$ cat config.mk
export PLATFORM = sky130hd
export DESIGN_NAME = arp_rx
export DESIGN_NICKNAME = d
export VERILOG_FILES = /design/src/rtl/arp_rx.sv
export SDC_FILE = /design/constraint.sdc
export NUM_CORES = 1
export LEC_CHECK = 0
export CAP_MARGIN = 20
export CORE_MARGIN = 2
export CORE_UTILIZATION = 56
export CTS_CLUSTER_SIZE = 25
export DETAILED_ROUTE_END_ITERATION = 10
export PLACE_DENSITY = 0.79
export SETUP_SLACK_MARGIN = 0.2
export SLEW_MARGIN = 25
export SYNTH_ARGS = -nofsm -noshare
export SYNTH_HDL_FRONTEND = slang
export SYNTH_SLANG_ARGS = --single-unit
$ cat constraint.sdc
create_clock -name clk -period 7.15 [get_ports clk]
set_input_delay 1.43 -clock clk [delete_from_list [all_inputs] [get_ports clk]]
set_output_delay 1.43 -clock clk [all_outputs]
set_load 0.005 [all_outputs]
$ cat src/rtl/arp_rx.sv
// arp_rx: GMII receive ARP parser reporting sender MAC/IP and request/reply type for this board.
// Define ARP_RX_BCAST_EN to also accept broadcast destination MAC.
module arp_rx #(
    parameter logic [47:0] BOARD_MAC = 48'ha0_b1_c2_d3_e1_e1,
    parameter logic [31:0] BOARD_IP  = {8'd192, 8'd168, 8'd1, 8'd11}
) (
    input  logic        clk,
    input  logic        rst_n,
    input  logic        gmii_rx_dv,
    input  logic [7:0]  gmii_rxd,
    output logic        arp_rx_done,
    output logic        arp_rx_type,
    output logic [47:0] src_mac,
    output logic [31:0] src_ip
);
    typedef enum logic [2:0] {st_idle, st_preamble, st_eth_head, st_arp_data, st_rx_end} state_t;
    state_t      state_q;
    logic [4:0]  cnt_q;
    logic [39:0] sh_q;
    logic [47:0] sh_n;
    logic        err_q;
    logic        dst_ok;
    logic [15:0] op_q;
    logic [47:0] smac_q;
    logic [31:0] sip_q;
    // sh_n is the last six bytes including the one on the bus this cycle
    assign sh_n = {sh_q, gmii_rxd};
`ifdef ARP_RX_BCAST_EN
    assign dst_ok = (sh_n == BOARD_MAC) || (sh_n == 48'hff_ff_ff_ff_ff_ff);
`else
    assign dst_ok = (sh_n == BOARD_MAC);
`endif
    always_ff @(posedge clk or negedge rst_n) begin
        if (!rst_n) begin
            state_q     <= st_idle;
            cnt_q       <= '0;
            sh_q        <= '0;
            err_q       <= 1'b0;
            op_q        <= '0;
            smac_q      <= '0;
            sip_q       <= '0;
            arp_rx_done <= 1'b0;
            arp_rx_type <= 1'b0;
            src_mac     <= '0;
            src_ip      <= '0;
        end else begin
            arp_rx_done <= 1'b0;
            if (gmii_rx_dv) sh_q <= sh_n[39:0];
            case (state_q)
                st_idle: if (gmii_rx_dv) begin
                    state_q <= (gmii_rxd == 8'h55) ? st_preamble : st_rx_end;
                    cnt_q   <= 5'd1;
                end
                st_preamble: if (!gmii_rx_dv) begin
                    state_q <= st_idle;
                    cnt_q   <= '0;
                end else if (cnt_q == 5'd7) begin
                    state_q <= (gmii_rxd == 8'hd5) ? st_eth_head : st_rx_end;
                    cnt_q   <= '0;
                end else if (gmii_rxd != 8'h55) begin
                    state_q <= st_rx_end;
                end else begin
                    cnt_q <= cnt_q + 5'd1;
                end
                st_eth_head: if (!gmii_rx_dv) begin
                    state_q <= st_idle;
                    cnt_q   <= '0;
                end else begin
                    cnt_q <= cnt_q + 5'd1;
                    if (cnt_q == 5'd5) err_q <= !dst_ok;
                    if (cnt_q == 5'd13) begin
                        state_q <= (!err_q && sh_n[15:0] == 16'h0806) ? st_arp_data : st_rx_end;
                        cnt_q   <= '0;
                    end
                end
                st_arp_data: if (!gmii_rx_dv) begin
                    state_q <= st_idle;
                    cnt_q   <= '0;
                end else begin
                    cnt_q <= cnt_q + 5'd1;
                    if (cnt_q == 5'd7) op_q <= sh_n[15:0];
                    if (cnt_q == 5'd13) smac_q <= sh_n;
                    if (cnt_q == 5'd17) sip_q <= sh_n[31:0];
                    if (cnt_q == 5'd27) begin
                        state_q <= st_rx_end;
                        cnt_q   <= '0;
                        if (sh_n[31:0] == BOARD_IP && (op_q == 16'd1 || op_q == 16'd2)) begin
                            arp_rx_done <= 1'b1;
                            arp_rx_type <= (op_q == 16'd2);
                            src_mac     <= smac_q;
                            src_ip      <= sip_q;
                        end
                    end
                end
                st_rx_end: if (!gmii_rx_dv) begin
                    state_q <= st_idle;
                    cnt_q   <= '0;
                end
                default: state_q <= st_idle;
            endcase
        end
    end
endmodule
==> impl_summary.log <==
INFO  metric xor_xnor_fraction_of_synth_area = 0.186%
INFO  metric global_route.overflow_total = 0
INFO  metric timing.critical_path.buf_inv = 2
INFO  metric synthesis.yosys.warnings = 0
INFO  metric placement_rows = 47
INFO  metric avgViaCountPerCell = 5.66
INFO  metric fin_setup_tns = 0 ps
INFO  metric final_core_utilization = 67.9%
INFO  metric number_of_diodes_added_for_antenna_fixing = 0
INFO  metric setup.worst_path.class = primary input to flop
INFO  metric h_tree_depth_reported_by_cts = 1
INFO  metric die_area = 0.0179 mm2
INFO  metric syn_avg_cell_area = 16.1 um2
INFO  metric worstSetupStartpointType = primary input
INFO  metric first_pass_grt_wire_length = 30600 um
INFO  metric final.period_utilization = 59.2%
INFO  metric ant_nets = 0
INFO  metric worst_path_max_delay_cell = sky130_fd_sc_hd__or4_4
INFO  metric synth_sequential_area_ratio = between 60% and 70%
INFO  metric global_route.usage.total = 21.5%
INFO  metric worst-slew-pin-transition = 901 ps
INFO  metric cts_tree = built
INFO  metric synth_fp_nets = ~600
INFO  metric via_count_of_the_first_global_routing_pass = 5625
INFO  metric dieHeight = 134 um
INFO  metric numClockSinks = 227
INFO  metric cts.reportedPaths.clkPinSlew = 60 ps
INFO  metric cap_viol_max_count = 0
INFO  metric post_cts_resized = 0
INFO  metric detail_route.wl_per_cell = just over 20 um
INFO  metric synth_edf_count = 0
INFO  metric cts-root-buf = sky130_fd_sc_hd__clkbuf_16
INFO  metric synth-adder-area-share = 0.266%
INFO  metric ys_seq_elements = 227
INFO  metric timing.max_slew.rel_slack = 39.9%
INFO  metric post-route-drc-count = 0
INFO  metric worst_hold_slack = between 500 and 600 ps
INFO  metric post-cts-setup-buffer-count = 0
INFO  metric post_synth_instance_area = 0.00941 mm2
INFO  metric number_of_buffers_on_the_longest_clock_path = 3
INFO  metric hpwl = roughly 12000 um
INFO  metric drt_wl_total = around 19000 um
INFO  metric final-hold-violation-count = 0
INFO  metric rsz0062_at_grt = no
INFO  metric critical_path.max_fanout = 68
INFO  metric synth_simple_gate_area_share = 5.60%
INFO  metric synth.area.mux_share = about 29%
INFO  metric status = finished clean
INFO  metric nFillCells = roughly 1100
INFO  metric pin_count_of_the_biggest_net_entering_global_routing = 94
INFO  metric data_required_time_of_the_critical_path = 7540 ps
INFO  metric final_nets = 692
INFO  metric area_growth_syn_to_layout = 19.2%
INFO  metric crit_family = simple AND/OR/NAND/NOR gates
INFO  metric path_depth = 7
INFO  metric fin_total_pwr = 2.73 mW
INFO  metric antenna_violations_before_repair = 0
INFO  metric postSynthCellCount = 584
INFO  metric start_util = about 57%
INFO  metric count_of_pins_on_the_block_boundary = 93
INFO  metric critical_path_cell_by_cell = clkdlybuf4s50_1 > or4b_1 > nor4_2 > nand4b_1 > or4_4 > buf_6 > mux2_4
INFO  metric finalSetupViolations = 0
INFO  metric clock_skew = 12.9 ps
INFO  metric ys_dominant_reg_cell = sky130_fd_sc_hd__dfrtp_1
INFO  metric crit_path_end_kind = flop
INFO  metric final-max-slew-violation-count = 0
INFO  metric final_estimated_routing_congestion_in_global_placement = between 0.8 and 0.9
INFO  metric cts_inserted_buffers = 24
INFO  metric pwr_density_cell = 243 mW/mm2
INFO  metric ys_async_sr_fraction = between 90% and 100%
INFO  metric port_buffers = 92
INFO  metric synth_top_family_by_area = multiplexers
INFO  metric hold_depth = 1
INFO  metric dieWidth = 134 um
INFO  metric placeableCoreArea = 0.0165 mm2
INFO  metric yosysUniqueCellTypes = 48
INFO  metric synth-compound-area-share = between 1 and 1.5%
INFO  metric min-delay-path-class = flop to flop
INFO  metric detailroute.via_count = 5183
INFO  metric ir_drop_worst_case_vdd = 183 uV
INFO  metric clock_latency = ~500 ps
INFO  metric ctsHoldBuffers = 0
INFO  metric period_needed = 4230 ps
INFO  metric drt_first_iter_violations = 320
INFO  metric first_pass_iters = 4
INFO  metric fmax = 0.236 GHz
INFO  metric critPathArrivalTime = 4620 ps
INFO  metric post_route_cells_drive_above_1_share = 39.0%
INFO  metric critPathMaxStageDelay = 740 ps
INFO  metric power.static_leakage = 5.50 nW
INFO  metric worst_r2r_path_depth = 7
==> flip-flops by register name, indices dropped and copies added, names as in the netlist, 3 cells and up <==
register / flops
cnt_q: 5
smac_q: 48
op_q: 16
sh_q: 40
state_q: 3
src_ip: 32
src_mac: 48
sip_q: 32
==> worst paths after layout <==
check	start	end	slack, ps
max reg2reg	cnt_q[0]	src_mac[46]	3580
max in group asynchronous	rst_n	src_ip[12]	4860
min reg2reg	sip_q[26]	src_ip[26]	500
min	sip_q[26]	src_ip[26]	500
max	gmii_rxd[2]	src_mac[46]	2920
min in group asynchronous	rst_n	sip_q[17]	930
==> worst reg2reg max path: stages (launching register included) <==
cell,delay (ps)
sky130_fd_sc_hd__dfrtp_1,490
sky130_fd_sc_hd__ha_1,330
sky130_fd_sc_hd__nor4bb_1,390
sky130_fd_sc_hd__nand4_1,150
sky130_fd_sc_hd__or4_1,470
sky130_fd_sc_hd__or4_4,710
sky130_fd_sc_hd__buf_6,380
sky130_fd_sc_hd__mux2_4,530
==> routing by layer <==
metal	GRT usage [%]	part of all wire (%)	wire length, um	vias to the layer above
met2	35.7	49	9210	124
met4	5.79	1.5	282	0
met1	30.0	45	8410	2717
li1	-	-	-	2316
met3	3.46	4.1	775	26
met5	0	0	0	-
==> layout by cell type (no fill, tap or decap), types with 2 or more instances in the layout <==
master | synthesis | routed
sky130_fd_sc_hd__nor2b_1 | 2 | 2
sky130_fd_sc_hd__mux2_4 | 80 | 80
sky130_fd_sc_hd__a21o_1 | 2 | 2
sky130_fd_sc_hd__mux2_2 | 138 | 138
sky130_fd_sc_hd__buf_4 | 0 | 6
sky130_fd_sc_hd__clkbuf_16 | 0 | 25
sky130_fd_sc_hd__nand4_1 | 2 | 2
sky130_fd_sc_hd__nor3_1 | 2 | 2
sky130_fd_sc_hd__nor4_1 | 9 | 8
sky130_fd_sc_hd__nand3_1 | 6 | 6
sky130_fd_sc_hd__nand2_1 | 13 | 13
sky130_fd_sc_hd__nor4_2 | 1 | 2
sky130_fd_sc_hd__o21ai_0 | 5 | 5
sky130_fd_sc_hd__nor4b_1 | 7 | 7
sky130_fd_sc_hd__a211oi_1 | 2 | 2
sky130_fd_sc_hd__nor4bb_1 | 7 | 7
sky130_fd_sc_hd__ha_1 | 2 | 2
sky130_fd_sc_hd__or3_1 | 2 | 2
sky130_fd_sc_hd__clkinv_2 | 0 | 6
sky130_fd_sc_hd__inv_1 | 3 | 3
sky130_fd_sc_hd__dfrtp_1 | 227 | 227
sky130_fd_sc_hd__and4b_1 | 3 | 3
sky130_fd_sc_hd__clkbuf_8 | 0 | 6
sky130_fd_sc_hd__clkdlybuf4s50_1 | 0 | 90
sky130_fd_sc_hd__nand4b_1 | 5 | 5
sky130_fd_sc_hd__clkbuf_1 | 17 | 3
sky130_fd_sc_hd__nor2_1 | 13 | 13
==> where the power goes <==
| part | switching [mW] | internal, mW | total, mW |
|---|---|---|---|
| logic | 0.0557 | 0.0545 | 0.110 |
| registers | 0.0724 | 1.33 | 1.40 |
| clock network | 0.477 | 0.735 | 1.21 |
==> final cells by class <==
cell class	instances	area, um2	area share, %
Multi-Input combinational cell	325	3490	31.1
Clock inverter	8	71.3	0.636
Timing Repair Buffer	98	972	8.67
Tap cell	220	275	2.45
Inverter	3	11.3	0.100
Sequential cell	227	5680	50.6
Clock buffer	34	719	6.41
==> through the flow <==
step	instance area (um2)	setup WS (ps)	cells
2_1_floorplan	9410	3570	584
3_5_place_dp	10400	2480	873
6_report	11200	2920	915
5_1_grt	11200	2870	915
3_3_place_gp	10400	2390	873
4_1_cts	11200	2980	915
==> cells by family (layout without fill, tap and decap cells) <==
logic type | count (synthesis) | count (layout)
compound gates | 20 | 20
xor+xnor | 2 | 2
fa+ha+maj | 2 | 2
buf+inv | 32 | 143
flops | 227 | 227
mux | 219 | 219
simple gates | 82 | 82
==> synth_stat cells, types with 3 or more instances <==
library cell	number	share of area [%]
sky130_fd_sc_hd__inv_1	3	0.12
sky130_fd_sc_hd__nor4bb_1	7	0.74
sky130_fd_sc_hd__nor4b_1	7	0.65
sky130_fd_sc_hd__mux2_2	138	17
sky130_fd_sc_hd__nor4_1	9	0.60
sky130_fd_sc_hd__nand2_1	13	0.52
sky130_fd_sc_hd__buf_12	8	1.7
sky130_fd_sc_hd__mux2_4	80	13
sky130_fd_sc_hd__clkbuf_1	17	0.68
sky130_fd_sc_hd__and4b_1	3	0.32
sky130_fd_sc_hd__nor2_1	13	0.52
sky130_fd_sc_hd__dfrtp_1	227	60
sky130_fd_sc_hd__nand3_1	6	0.32
sky130_fd_sc_hd__o21ai_0	5	0.27
sky130_fd_sc_hd__nand4b_1	5	0.47
(Power assumes the default switching activity.)
